<file path="config.mk">
export PLATFORM = sky130hd
export DESIGN_NAME = led_switch_ctrl
export DESIGN_NICKNAME = d
export VERILOG_FILES = /design/src/rtl/led_switch_ctrl.sv
export SDC_FILE = /design/constraint.sdc
export NUM_CORES = 1
export LEC_CHECK = 0
export ABC_CLOCK_PERIOD_IN_PS = 2000
export BUFFER_PORTS_ARGS = -buffer_cell sky130_fd_sc_hd__buf_2
export CAP_MARGIN = 20
export CORE_MARGIN = 2
export CORE_UTILIZATION = 42
export CTS_CLUSTER_SIZE = 16
export DETAILED_ROUTE_END_ITERATION = 10
export PLACE_DENSITY = 0.66
export SLEW_MARGIN = 15
export SYNTH_ARGS = -nofsm -noshare
export SYNTH_HDL_FRONTEND = slang
export SYNTH_SLANG_ARGS = --single-unit
export TNS_END_PERCENT = 10
</file>
<file path="constraint.sdc">
create_clock -name clk -period 2 [get_ports clk]
set_input_delay 0.2 -clock clk [delete_from_list [all_inputs] [get_ports clk]]
set_output_delay 0.2 -clock clk [all_outputs]
set_load 0.01 [all_outputs]
</file>
<file path="src/rtl/led_switch_ctrl.sv">
// Front-panel LED/switch controller: debounces active-low test switches and
// drives each LED from a mode field, with switch-press and lamp-test override.
module led_switch_ctrl #(
  parameter int num_io         = 1,
  parameter int prescale       = 50000,
  parameter int debounce_ticks = 16
) (
  input  logic                clk,
  input  logic                reset,
  input  logic [0:num_io-1]   test_switch,
  input  logic [0:2*num_io-1] led_mode,
  input  logic                lamp_test,
  output logic [0:num_io-1]   test_led,
  output logic [0:num_io-1]   sw_state,
  output logic [0:num_io-1]   sw_press
);

  localparam logic [15:0] PRESC_LAST = 16'(prescale - 1);
  localparam logic [7:0]  DB_TARGET  = 8'(debounce_ticks);

  typedef enum logic {
    ST_IDLE  = 1'b0,
    ST_CHECK = 1'b1
  } db_state_t;

  logic [15:0]       presc_q, presc_d;
  logic [3:0]        blink_q, blink_d;
  logic              tick_s;
  logic [0:num_io-1] sync1_q, sync2_q;
  logic [0:num_io-1] pressed_raw_s;
  db_state_t         db_state_q [num_io];
  db_state_t         db_state_d [num_io];
  logic [7:0]        db_cnt_q   [num_io];
  logic [7:0]        db_cnt_d   [num_io];
  logic [0:num_io-1] sw_state_q, sw_state_d;
  logic [0:num_io-1] sw_press_q, sw_press_d;
  logic [0:num_io-1] led_q, led_d;
  logic [1:0]        mode_s;
  logic [7:0]        cnt_inc_s;

  always_comb begin
    tick_s        = (presc_q == PRESC_LAST);
    presc_d       = tick_s ? 16'd0 : presc_q + 16'd1;
    blink_d       = tick_s ? blink_q + 4'd1 : blink_q;
    pressed_raw_s = ~sync2_q;
    mode_s        = 2'b00;
    cnt_inc_s     = 8'd0;
    for (int i = 0; i < num_io; i++) begin
      db_state_d[i] = db_state_q[i];
      db_cnt_d[i]   = db_cnt_q[i];
      sw_state_d[i] = sw_state_q[i];
      sw_press_d[i] = 1'b0;
      cnt_inc_s     = db_cnt_q[i] + 8'd1;
      case (db_state_q[i])
        ST_IDLE: begin
          if (pressed_raw_s[i] != sw_state_q[i]) begin
            db_state_d[i] = ST_CHECK;
            db_cnt_d[i]   = 8'd0;
          end else begin
            db_state_d[i] = ST_IDLE;
          end
        end
        ST_CHECK: begin
          // A bounce back to the accepted level aborts, even on a tick cycle.
          if (pressed_raw_s[i] == sw_state_q[i]) begin
            db_state_d[i] = ST_IDLE;
            db_cnt_d[i]   = 8'd0;
          end else if (tick_s) begin
            if (cnt_inc_s == DB_TARGET) begin
              sw_state_d[i] = pressed_raw_s[i];
              sw_press_d[i] = pressed_raw_s[i];
              db_state_d[i] = ST_IDLE;
              db_cnt_d[i]   = 8'd0;
            end else begin
              db_cnt_d[i]   = cnt_inc_s;
            end
          end else begin
            db_cnt_d[i]   = db_cnt_q[i];
          end
        end
        default: begin
          db_state_d[i] = ST_IDLE;
          db_cnt_d[i]   = 8'd0;
        end
      endcase

      // Mode MSB sits at the lower (2i) index of the ascending led_mode bus.
      mode_s = {led_mode[2*i], led_mode[2*i+1]};
      if (lamp_test || sw_state_q[i]) begin
        led_d[i] = 1'b1;
      end else begin
        case (mode_s)
          2'b00:   led_d[i] = 1'b0;
          2'b01:   led_d[i] = 1'b1;
          2'b10:   led_d[i] = blink_q[3];
          2'b11:   led_d[i] = blink_q[1];
          default: led_d[i] = 1'b0;
        endcase
      end
    end
  end

  always_ff @(posedge clk or posedge reset) begin
    if (reset) begin
      presc_q    <= 16'd0;
      blink_q    <= 4'd0;
      sync1_q    <= '1;
      sync2_q    <= '1;
      sw_state_q <= '0;
      sw_press_q <= '0;
      led_q      <= '1;
      for (int i = 0; i < num_io; i++) begin
        db_state_q[i] <= ST_IDLE;
        db_cnt_q[i]   <= 8'd0;
      end
    end else begin
      presc_q    <= presc_d;
      blink_q    <= blink_d;
      sync1_q    <= test_switch;
      sync2_q    <= sync1_q;
      sw_state_q <= sw_state_d;
      sw_press_q <= sw_press_d;
      led_q      <= led_d;
      for (int i = 0; i < num_io; i++) begin
        db_state_q[i] <= db_state_d[i];
        db_cnt_q[i]   <= db_cnt_d[i];
      end
    end
  end

  assign test_led = led_q;
  assign sw_state = sw_state_q;
  assign sw_press = sw_press_q;

endmodule
</file>
# Word-level counts from Yosys, hierarchy flattened
# Index checks and enable logic that the tools add are counted.
dict set report totals {
  regBits 34
  input_bits 6
  word_cells 45
}
dict set report op_classes {
  addsub 3
  eq_ne 9
  n_mux 17
  bitwise_logic 3
  reduce_logical 4
}
# op count
set ops {}
lappend ops {{2-to-1 mux 8 bit} 4}
lappend ops {{adder 16 x 1 -> 16 bit, second input constant} 1}
lappend ops {{equality test 16 bit, second input constant} 1}
lappend ops {{2-to-1 mux 16 bit} 1}
lappend ops {{one-hot mux 8 bit (2 select lines)} 1}
lappend ops {{2-to-1 mux 1 bit} 9}
lappend ops {{adder 8 x 1 -> 8 bit, second input constant} 1}
lappend ops {{equality test 8 x 5 -> 1 bit, second input constant} 1}
lappend ops {{adder 4 x 1 -> 4 bit, second input constant} 1}
lappend ops {{equality test 2 bit, second input constant} 2}
lappend ops {{one-hot mux 1 bit (4 select lines)} 1}
lappend ops {{AND reduction 4 bit} 1}
lappend ops {{!= test 3 x 2 -> 1 bit, second input constant} 1}
lappend ops {{inverter 1 bit} 3}
lappend ops {{equality test 2 x 1 -> 1 bit, second input constant} 1}
lappend ops {{logical NOT 2 bit} 1}
lappend ops {{!= test 2 bit, second input constant} 1}
lappend ops {{one-hot mux 1 bit (2 select lines)} 1}
lappend ops {{AND reduction 2 bit} 1}
lappend ops {{equality test 1 bit} 1}
lappend ops {{logical OR 1 bit} 1}
lappend ops {{!= test 1 bit} 1}

# Longest topological paths before layout
# Gate-level depths: netlist of the first run.
dict set report depth {
  ltp_word 6
  mapped_depth 7
  depth_no_buf 6
}

# Least setup slack after synthesis of the first run
# OpenSTA, ideal clock, no wires.
dict set report synth_path {
  path_type {register to register}
  from {reg db_cnt_q[1] (netlist bit)}
  to {reg sw_state_q (netlist: sw_state)}
  setup_ps 79
  arrival_ps 1996
  path_slack_ps -76
  path_stages_with_launch 7
  path_buffers 0
  cell_sequence {dfrtp_1 > ha_1 > nand3_1 > or4_1 > o311a_1 > nor3_2 > mux2i_1}
}
dict set report synth_via {
  elab_chain_cells 3
}
# element line_no
set synth_lines {}
lappend synth_lines {{start: declaration} 33} ;# logic [7:0] db_cnt_q [num_io];
lappend synth_lines {{start signal: indexed assignment} 126} ;# db_cnt_q[i] <= db_cnt_d[i];
lappend synth_lines {{adder 8 x 1 -> 8 bit} 53} ;# cnt_inc_s = db_cnt_q[i] + 8'd1;
lappend synth_lines {{equality test 8 x 5 -> 1 bit} 69} ;# if (cnt_inc_s == DB_TARGET) begin
lappend synth_lines {{AND reduction 4 bit (no line)} n/a}
lappend synth_lines {{end signal: assignment} 121} ;# sw_state_q <= sw_state_d;
lappend synth_lines {{end: declaration} 35} ;# logic [0:num_io-1] sw_state_q, sw_state_d;
# Every way passes these cells.
# A chain may end at the register's enable or synchronous reset.

# Worst setup path after layout of the first run
dict set report layout_path {
  from {reg db_cnt_q[0] (netlist bit)}
  to {reg sw_state_q (netlist: sw_state)}
}
# The elaborated chain is that of the path after synthesis.

==> flow_metrics.py, run 1 <==
metrics = {
    "timing": {
        "clock-skew-final_ns": 0.00921,
        "max-slew-margin-rel": 0.618,
        "min_period_ns": 2.01,
        "setup_tns_ns": -0.0133,
        "tightest_slew_ns": 0.572,
        "hold_ws_ns": -0.00638,
        "setup_ws_ns": -0.00901,
        "rsz0062_at_grt": "true",
        "final_hold_viol_count": 9,
        "setup-violations-final": 3,
        "fmax_mhz": 498,
        "maxSlewViolCount": 0,
        "period_share": 1.00,
    },
    "clock_network": {
        "clock_path_buffers": 2,
        "clock-sinks": 34,
        "cts_tree": "yes",
        "htree_num_levels": 2,
        "insertion_delay_ns": 0.29,
        "cts_root_buffer": "clkbuf_8",
        "numCtsBuffers": 5,
        "path_clk_slew_ns": 0.07,
    },
    "yosys": {
        "ys_ff_latch": 34,
        "ys_warn_count": 0,
        "synth_area_leaders": "dfrtp_1 45%, dfstp_2 4.6%, xnor2_1 4.6%",
        "synthArstFlopShare": 1.00,
        "synth_top_area_frac": 0.455,
        "synth-edff-count": 0,
        "ys.flop_type": "dfrtp_1",
        "synth_nets": 175,
        "synth_area_leader_cell": "dfrtp_1",
        "avgSynthCellArea_um2": 10.3,
        "synthCells": 165,
        "netlist_area_um2": 1710,
        "synth-seq-area-share": 0.501,
        "synth.distinct_cells": 45,
    },
    "route": {
        "drt.antenna.violating_nets": 0,
        "drt-pass1-iter-count": 4,
        "drc": 0,
        "totalWireLength_mm": 3.59,
        "vias": 1370,
        "wl_per_cell_um": 14.1,
        "vias_per_cell": 5.39,
        "first_iter_violations": 58,
    },
    "floorplan": {
        "ioPinCount": 9,
        "fp.dieH_um": 67.7,
        "fp.dieW_um": 67.7,
        "core-area_um2": 3940,
        "dieArea_um2": 4590,
        "start_util": 0.433,
        "row_count": 23,
    },
    "worst_setup_path": {
        "crit_path_top_delay_cell": "dfrtp_2",
        "max_stage_delay_ns": 0.44,
        "crit_arrival_ns": 2.22,
        "cpMostUsedCell": "buf_4",
        "crit_fanout": 4,
        "cp.required_ns": 2.21,
        "crit_buf_inv": 2,
        "cp_cell_sequence": "buf_4 > buf_4 > a21o_1 > a311oi_2 > o311ai_2 > nor3_4 > mux2i_1",
        "cp-end-kind": "flip-flop",
        "crit_type": "reg -> reg",
        "crit_family": "compound AO/OA/AOI/OAI gates",
        "cp-start-kind": "flip-flop",
    },
    "run": {
        "maxCapViolCount": 0,
    },
    "global_routing": {
        "track_usage": 0.176,
        "grt_pass1_wl_mm": 5.92,
        "overflow": 0,
        "grt_max_degree": 35,
        "grt_antenna_before_repair": 0,
        "first_global_vias": 1368,
    },
    "pwr": {
        "power_density_nw_per_um2": 571,
        "ir_drop_mv": 0.362,
        "p_leak_nw": 0.974,
        "total_power_w": 0.00124,
    },
    "finish": {
        "num_antenna_cells": 0,
        "layout_common_cells": "29 x dfrtp_1, 25 x buf_4, 14 x nor2_1, 13 x nand2_1",
        "seq_area_um2": 857,
        "finish.utilization": 0.553,
        "n_fill_cell": 344,
        "drive_gt1_frac": 0.319,
        "multi_input_area_um2": 891,
        "area_delta_synth_final_pct": 27.9,
        "finalNetCount": 213,
        "layout_commonest_cell": "dfrtp_1",
    },
    "placed_design": {
        "hpwl_mm": 2.39,
        "gp_congestion": 0.883,
        "io_buffers": 8,
    },
    "outcome": {
        "violations": "hold timing, setup timing",
        "status": "finished with violations",
    },
    "worst_hold_path": {
        "hold_path.class": "in -> async",
    },
}
-- where the power goes --
| part | internal, W | total (W) | switching, W |
|---|---|---|---|
| combinational | 0.0000114 | 0.0000377 | 0.0000263 |
| clock | 0.000277 | 0.000508 | 0.000231 |
| sequential | 0.000695 | 0.000699 | 0.00000425 |
-- logic make-up after synthesis --
family	Yosys count	share of synthesized area
buf+inv	12	0.0301
mux	1	0.00587
compound gates	32	0.129
fa+ha+maj	4	0.0293
xor+xnor	17	0.0872
simple gates	65	0.218
flops	34	0.501
-- registers in the layout, indices dropped and copies added, names as in the netlist --
register	flops
blink_q	4
db_cnt_q	8
db_state_q	1
presc_q	16
sw_press	1
sw_state	1
sync1_q	1
sync2_q	1
test_led	1
-- repair_timing --
item | 4_1_cts | 5_1_grt
gates cloned | 0 | 0
pin swaps | 3 | 7
setup buffers | 7 | 3
endpoints found under the setup margin | 2 | 9
gates resized for setup | 3 | 18
hold buffers | 0 | 0
-- routing by layer --
layer,global-route usage,up-vias,wire (um)
li1,-,672,-
met1,0.200,683,1500
met2,0.309,9,1950
met3,0.0450,6,84
met4,0.0765,0,57
met5,0,-,0
-- synth_stat cells, types with 5 or more instances --
master and number:
dfrtp_1 31, nand2_1 14, nor2_1 14, nand4_1 9
xnor2_1 9, inv_1 8, o21ai_1 8, xor2_1 8
a21oi_1 5, nand3_1 5, nor3_1 5
-- path summary, 6_finish.rpt --
path	start	endpoint	slack, ns	depth (start not counted)
max in group asynchronous	reset	sync2_q	1.67	3
hold / removal	reset	sw_state	-0.006	3
min in group clk	test_switch	sync1_q	0.01	1
setup / recovery	db_cnt_q[0]	sw_state	-0.009	7
hold reg to reg	sync1_q	sync2_q	0.36	0
setup reg to reg	db_cnt_q[0]	sw_state	-0.009	7
-- final cells by class --
class	count	area share
Multi-Input combinational cell	119	0.408
Sequential cell	34	0.393
Timing Repair Buffer	35	0.115
Clock buffer	7	0.0396
Tap cell	50	0.0287
Inverter	8	0.0138
Clock inverter	1	0.00229
-- per-stage QoR --
step	instances	instance area (um^2)	setup slack, ns
4_1_cts	251	2080	-0.00375
5_1_grt	254	2180	-0.118
3_5_place_dp	236	1930	-0.0366
6_report	254	2180	-0.00901
2_1_floorplan	165	1720	0.00323
3_3_place_gp	236	1930	0.0355
-- worst min-delay path, stage by stage --
cell and delay [ns]:
buf_2 0.10, inv_1 0.04, buf_4 0.37
No activity file was read; power rests on OpenSTA's default activity.
==> run 2, diff against run 1 <==
--- a/config.mk
+++ b/config.mk
@@ -10,9 +10,7 @@
 export CAP_MARGIN = 20
 export CORE_MARGIN = 2
 export CORE_UTILIZATION = 42
-export CTS_CLUSTER_SIZE = 16
 export DETAILED_ROUTE_END_ITERATION = 10
-export PLACE_DENSITY = 0.66
 export SLEW_MARGIN = 15
 export SYNTH_ARGS = -nofsm -noshare
 export SYNTH_HDL_FRONTEND = slang
==> constraint.sdc (replaced) <==
create_clock -name clk -period 2 [get_ports clk]
set_input_delay 0.2 -clock clk [delete_from_list [all_inputs] [get_ports clk]]
set_output_delay 0.2 -clock clk [all_outputs]
set_load 0.005 [all_outputs]
==> flow_metrics.py, run 2 (synthesized netlist as in run 1, its figures left out) <==
metrics = {
    "outcome": {
        "status": "complete, no violations",
    },
    "finish": {
        "finalNetCount": 210,
        "layout_common_cells": "30 x dfrtp_1, 20 x buf_4, 14 x nand2_1, 14 x nor2_1",
        "seq_area_um2": 856,
        "multi_input_area_um2": 877,
        "top_regs": "presc_q: 16 flops, db_cnt_q: 8 flops, blink_q: 4 flops",
        "n_fill_cell": 343,
        "finish.utilization": 0.554,
        "num_antenna_cells": 0,
        "stdcell_area_um2": 2180,
        "drive_gt1_frac": 0.279,
        "top_register": "presc_q",
        "largest_register_ff_count": 16,
        "area_delta_synth_final_pct": 28.0,
        "layout_commonest_cell": "dfrtp_1",
    },
    "route": {
        "drt.antenna.violating_nets": 0,
        "drc": 0,
        "first_iter_violations": 78,
        "vias_per_cell": 5.38,
        "vias": 1351,
        "wl_per_cell_um": 13.6,
        "totalWireLength_mm": 3.42,
        "drt-pass1-iter-count": 4,
    },
    "global_routing": {
        "grt_antenna_before_repair": 0,
        "grt_max_degree": 35,
        "grt_pass1_wl_mm": 5.93,
        "track_usage": 0.179,
        "overflow": 0,
        "first_global_vias": 1389,
    },
    "clock_network": {
        "path_clk_slew_ns": 0.07,
        "clock_path_buffers": 2,
        "cts_root_buffer": "clkbuf_8",
        "clock-sinks": 34,
        "cts_tree": "yes",
        "htree_num_levels": 2,
        "numCtsBuffers": 5,
        "insertion_delay_ns": 0.29,
    },
    "placed_design": {
        "gp_congestion": 0.901,
        "hpwl_mm": 2.37,
        "place_area_um2": 1960,
        "io_buffers": 8,
    },
    "timing": {
        "setup-violations-final": 0,
        "setup_tns_ns": 0,
        "min_period_ns": 1.98,
        "maxSlewViolCount": 0,
        "max-slew-margin-rel": 0.685,
        "fmax_mhz": 506,
        "rsz0062_at_grt": "true",
        "clock-skew-final_ns": 0.00672,
        "final_hold_viol_count": 0,
        "tightest_slew_ns": 0.469,
        "period_share": 0.988,
    },
    "floorplan": {
        "fp.dieH_um": 67.7,
        "fp.dieW_um": 67.7,
        "row_count": 23,
        "ioPinCount": 9,
        "core-area_um2": 3940,
        "dieArea_um2": 4590,
        "start_util": 0.433,
    },
    "pwr": {
        "total_power_w": 0.00137,
        "ir_drop_mv": 0.446,
        "power_density_nw_per_um2": 628,
        "p_leak_nw": 0.949,
    },
    "worst_hold_path": {
        "hold_path.class": "in -> reg",
        "hp-start": "lamp_test",
    },
    "run": {
        "maxCapViolCount": 0,
    },
    "worst_setup_path": {
        "crit_start": "presc_q[10]",
        "cp.required_ns": 2.19,
        "cp-end-kind": "flip-flop",
        "crit_fanout": 7,
        "cp-start-kind": "flip-flop",
        "crit_type": "reg -> reg",
        "worstReg2RegStart": "presc_q[10]",
        "crit_arrival_ns": 2.17,
    },
}
==> run 2: final cells by class <==
type / instances / area share
clock inverters: 3 / 0.0206
flip-flops and latches: 34 / 0.392
clock buffers: 5 / 0.0315
inverters: 8 / 0.0137
well taps: 50 / 0.0286
repair buffers: 32 / 0.112
multi-input cells: 119 / 0.401
==> run 2: what timing repair did <==
item | in CTS | in global routing
gates resized for setup | 3 | 12
pin swaps | 2 | 5
setup buffers | 3 | 0
setup endpoints to repair | 1 | 9
hold buffers | 2 | 0
endpoints found under the hold margin | 25 | 0
==> run 2: through the flow <==
step | setup slack [ns] | hold WS [ns] | instances
floorplan | 0.00323 | 0.204 | 165
global placement | 0.0179 | 0.308 | 239
detailed placement | -0.0576 | 0.307 | 239
CTS | 0.00131 | 0.0875 | 252
global route | -0.0617 | 0.0882 | 251
finish | 0.0231 | 0.100 | 251
==> run 2: worst paths after layout <==
check / end / slack, ns / cells past startpoint
worst max-delay path: db_cnt_q[4] / 0.02 / 6
worst min-delay path: test_led / 0.10 / 2
worst max register to register: db_cnt_q[4] / 0.02 / 6
worst min register to register: sync2_q / 0.36 / 0
max in group asynchronous: test_led / 1.12 / 4
min in group asynchronous: presc_q[3] / 0.55 / 4
==> run 2: per-layer routing <==
metal,routed length (um),global-route usage,vias up
met5,0,0,-
li1,-,-,664
met4,74,0.0816,0
met2,1760,0.315,15
met1,1470,0.193,664
met3,116,0.0583,8
==> run 2: worst max-delay path: stages (launching register included) <==
cell and delay (ns):
dfrtp_1 0.39, or4b_4 0.55, nor4_4 0.31, buf_12 0.16
and3_4 0.19, o21ai_2 0.07, o311ai_2 0.22
==> run 2: where the power goes <==
part / internal, W / switching [W]
sequential: 0.000694 / 0.00000331
clock: 0.000370 / 0.000264
combinational: 0.0000138 / 0.0000270
==> run 3, diff against run 2 <==
--- a/config.mk
+++ b/config.mk
@@ -5,6 +5,7 @@
 export SDC_FILE = /design/constraint.sdc
 export NUM_CORES = 1
 export LEC_CHECK = 0
+export ABC_AREA = 1
 export ABC_CLOCK_PERIOD_IN_PS = 2000
 export BUFFER_PORTS_ARGS = -buffer_cell sky130_fd_sc_hd__buf_2
 export CAP_MARGIN = 20
==> flow_metrics.py, run 3 <==
metrics = {
    "clock_network": {
        "clock-sinks": 34,
        "cts_resized": 0,
        "htree_num_levels": 2,
        "ctsHoldBuffers": 0,
        "clock_path_buffers": 2,
        "insertion_delay_ns": 0.28,
        "cts_tree": "yes",
        "numCtsBuffers": 5,
        "cts_root_buffer": "clkbuf_8",
        "path_clk_slew_ns": 0.07,
        "post_cts_buffers": 0,
    },
    "pwr": {
        "power_density_nw_per_um2": 605,
        "ir_drop_mv": 0.341,
        "p_leak_nw": 1.06,
        "total_power_w": 0.00125,
    },
    "worst_setup_path": {
        "r2r_end": "db_state_q",
        "cp.required_ns": 2.18,
        "worstReg2RegStart": "db_cnt_q[1]",
        "crit_arrival_ns": 1.84,
        "r2r_cells": 8,
        "r2r_slack_ns": 0.34,
        "cp-start-kind": "flip-flop",
        "cp-end-kind": "flip-flop",
        "crit_type": "reg -> reg",
        "crit_fanout": 5,
    },
    "route": {
        "vias": 1423,
        "drt.antenna.violating_nets": 0,
        "wl_per_cell_um": 11.0,
        "drt-pass1-iter-count": 4,
        "totalWireLength_mm": 3.34,
        "vias_per_cell": 4.70,
        "drc": 0,
        "first_iter_violations": 44,
    },
    "run": {
        "maxCapViolCount": 0,
    },
    "yosys": {
        "synth_area_leaders": "dfrtp_1 42%, nand2_1 12%, inv_1 6.2%",
        "synth-seq-area-share": 0.459,
        "synth_area_leader_cell": "dfrtp_1",
        "ys_warn_count": 0,
        "synth_top_area_frac": 0.416,
        "synth.most_common_cell": "nand2_1",
        "synth.distinct_cells": 23,
        "avgSynthCellArea_um2": 7.96,
        "synth_nets": 244,
        "ys_ff_latch": 34,
        "ys.flop_type": "dfrtp_1",
        "synthTopCellsByCount": "58 x nand2_1, 31 x dfrtp_1, 31 x inv_1",
        "netlist_area_um2": 1860,
        "synth-edff-count": 0,
        "synthCells": 234,
        "synthArstFlopShare": 1.00,
    },
    "timing": {
        "fmax_mhz": 601,
        "final_hold_viol_count": 11,
        "setup_tns_ns": 0,
        "hold_ws_ns": -0.00854,
        "tightest_slew_ns": 0.425,
        "clock-skew-final_ns": 0.00698,
        "period_share": 0.832,
        "setup_ws_ns": 0.337,
        "rsz0062_at_grt": "false",
        "max-slew-margin-rel": 0.716,
        "setup-violations-final": 0,
        "maxSlewViolCount": 0,
        "min_period_ns": 1.66,
    },
    "outcome": {
        "violations": "hold timing",
        "status": "finished with violations",
    },
    "global_routing": {
        "grt_pass1_wl_mm": 6.21,
        "overflow": 0,
        "grt_antenna_before_repair": 0,
        "track_usage": 0.157,
        "grt_max_degree": 35,
        "first_global_vias": 1454,
    },
    "finish": {
        "finalNetCount": 260,
        "n_fill_cell": 423,
        "layout_common_cells": "58 x nand2_1, 31 x inv_1, 31 x dfrtp_1, 27 x nor2_1, 18 x nand3_1",
        "top_regs": "presc_q: 16 flops, db_cnt_q: 8 flops, blink_q: 4 flops",
        "multi_input_area_um2": 877,
        "drive_gt1_frac": 0.167,
        "num_antenna_cells": 0,
        "top_register": "presc_q",
        "largest_register_ff_count": 16,
        "finish.utilization": 0.478,
        "area_delta_synth_final_pct": 10.9,
        "seq_area_um2": 855,
        "layout_commonest_cell": "nand2_1",
    },
    "floorplan": {
        "fp.dieW_um": 70.6,
        "fp.dieH_um": 70.6,
        "ioPinCount": 9,
        "dieArea_um2": 4980,
        "start_util": 0.431,
        "core-area_um2": 4320,
        "row_count": 24,
    },
    "placed_design": {
        "gp_congestion": 0.833,
        "hpwl_mm": 2.51,
        "io_buffers": 8,
        "pre_cts_ws_ns": 0.379,
    },
    "worst_hold_path": {
        "hold_path.class": "in -> async",
    },
}
## run 3: how the worst max path moves through the flow
stage,startpoint,endpoint,cells past startpoint,slack [ns]
after global routing,db_cnt_q[1],db_state_q,8,0.15
after global placement,db_cnt_q[0],db_state_q,8,0.39
after floorplan,db_cnt_q[0],db_state_q,8,0.59
after CTS,db_cnt_q[0],db_state_q,8,0.36
final,db_cnt_q[1],db_state_q,8,0.34
after detailed placement,db_cnt_q[0],db_state_q,8,0.38
## run 3: layer usage
layer  up-vias  global-route usage  wire length (um)
li1        769                   -                 -
met1       632               0.213              1800
met2        16               0.243              1380
met3         6              0.0342                90
met4         0              0.0671                61
met5         -                   0                 0
## run 3: final cells by class
type                            instances  share of cell area
Timing Repair Buffer                    9              0.0230
Tap cell                               52              0.0315
Inverter                               35              0.0636
Sequential cell                        34               0.413
Clock buffer                            7              0.0418
Clock inverter                          1             0.00242
Multi-Input combinational cell        165               0.424
## run 3: metrics by stage
stage          hold slack (ns)  cells  area, um^2
2_1_floorplan            0.204    234        1860
3_3_place_gp             0.307    295        1980
3_5_place_dp             0.308    295        1980
4_1_cts                0.00126    303        2070
5_1_grt                0.00178    303        2070
6_report              -0.00854    303        2070
## run 3: worst max-delay path, cell delays in order (launching register included)
cell	delay [ns]
dfrtp_1	0.43
ha_1	0.29
nand2_1	0.11
o21ai_0	0.19
nand2_1	0.10
nor2_2	0.13
nand3_2	0.14
nor2_1	0.12
nor2_1	0.05
## run 3: cells by family (layout without fill, tap and decap cells)
logic type | after synthesis | after routing | share of synthesized area
and+or+nand+nor | 135 | 135 | 0.346
AOI/OAI and AO/OA | 12 | 12 | 0.0322
adders and majority gates | 4 | 4 | 0.0269
buffers and inverters | 35 | 52 | 0.0705
xor gates and xnor gates | 14 | 14 | 0.0658
DFF | 34 | 34 | 0.459
## run 3: where the power goes
part	internal [W]	total [W]	switching, W	leakage (nW)
sequential	0.000695	0.000696	0.00000174	0.448
combinational	0.0000103	0.0000384	0.0000281	0.564
clock	0.000277	0.000515	0.000238	0.0482
total	0.000982	0.00125	0.000267	1.06
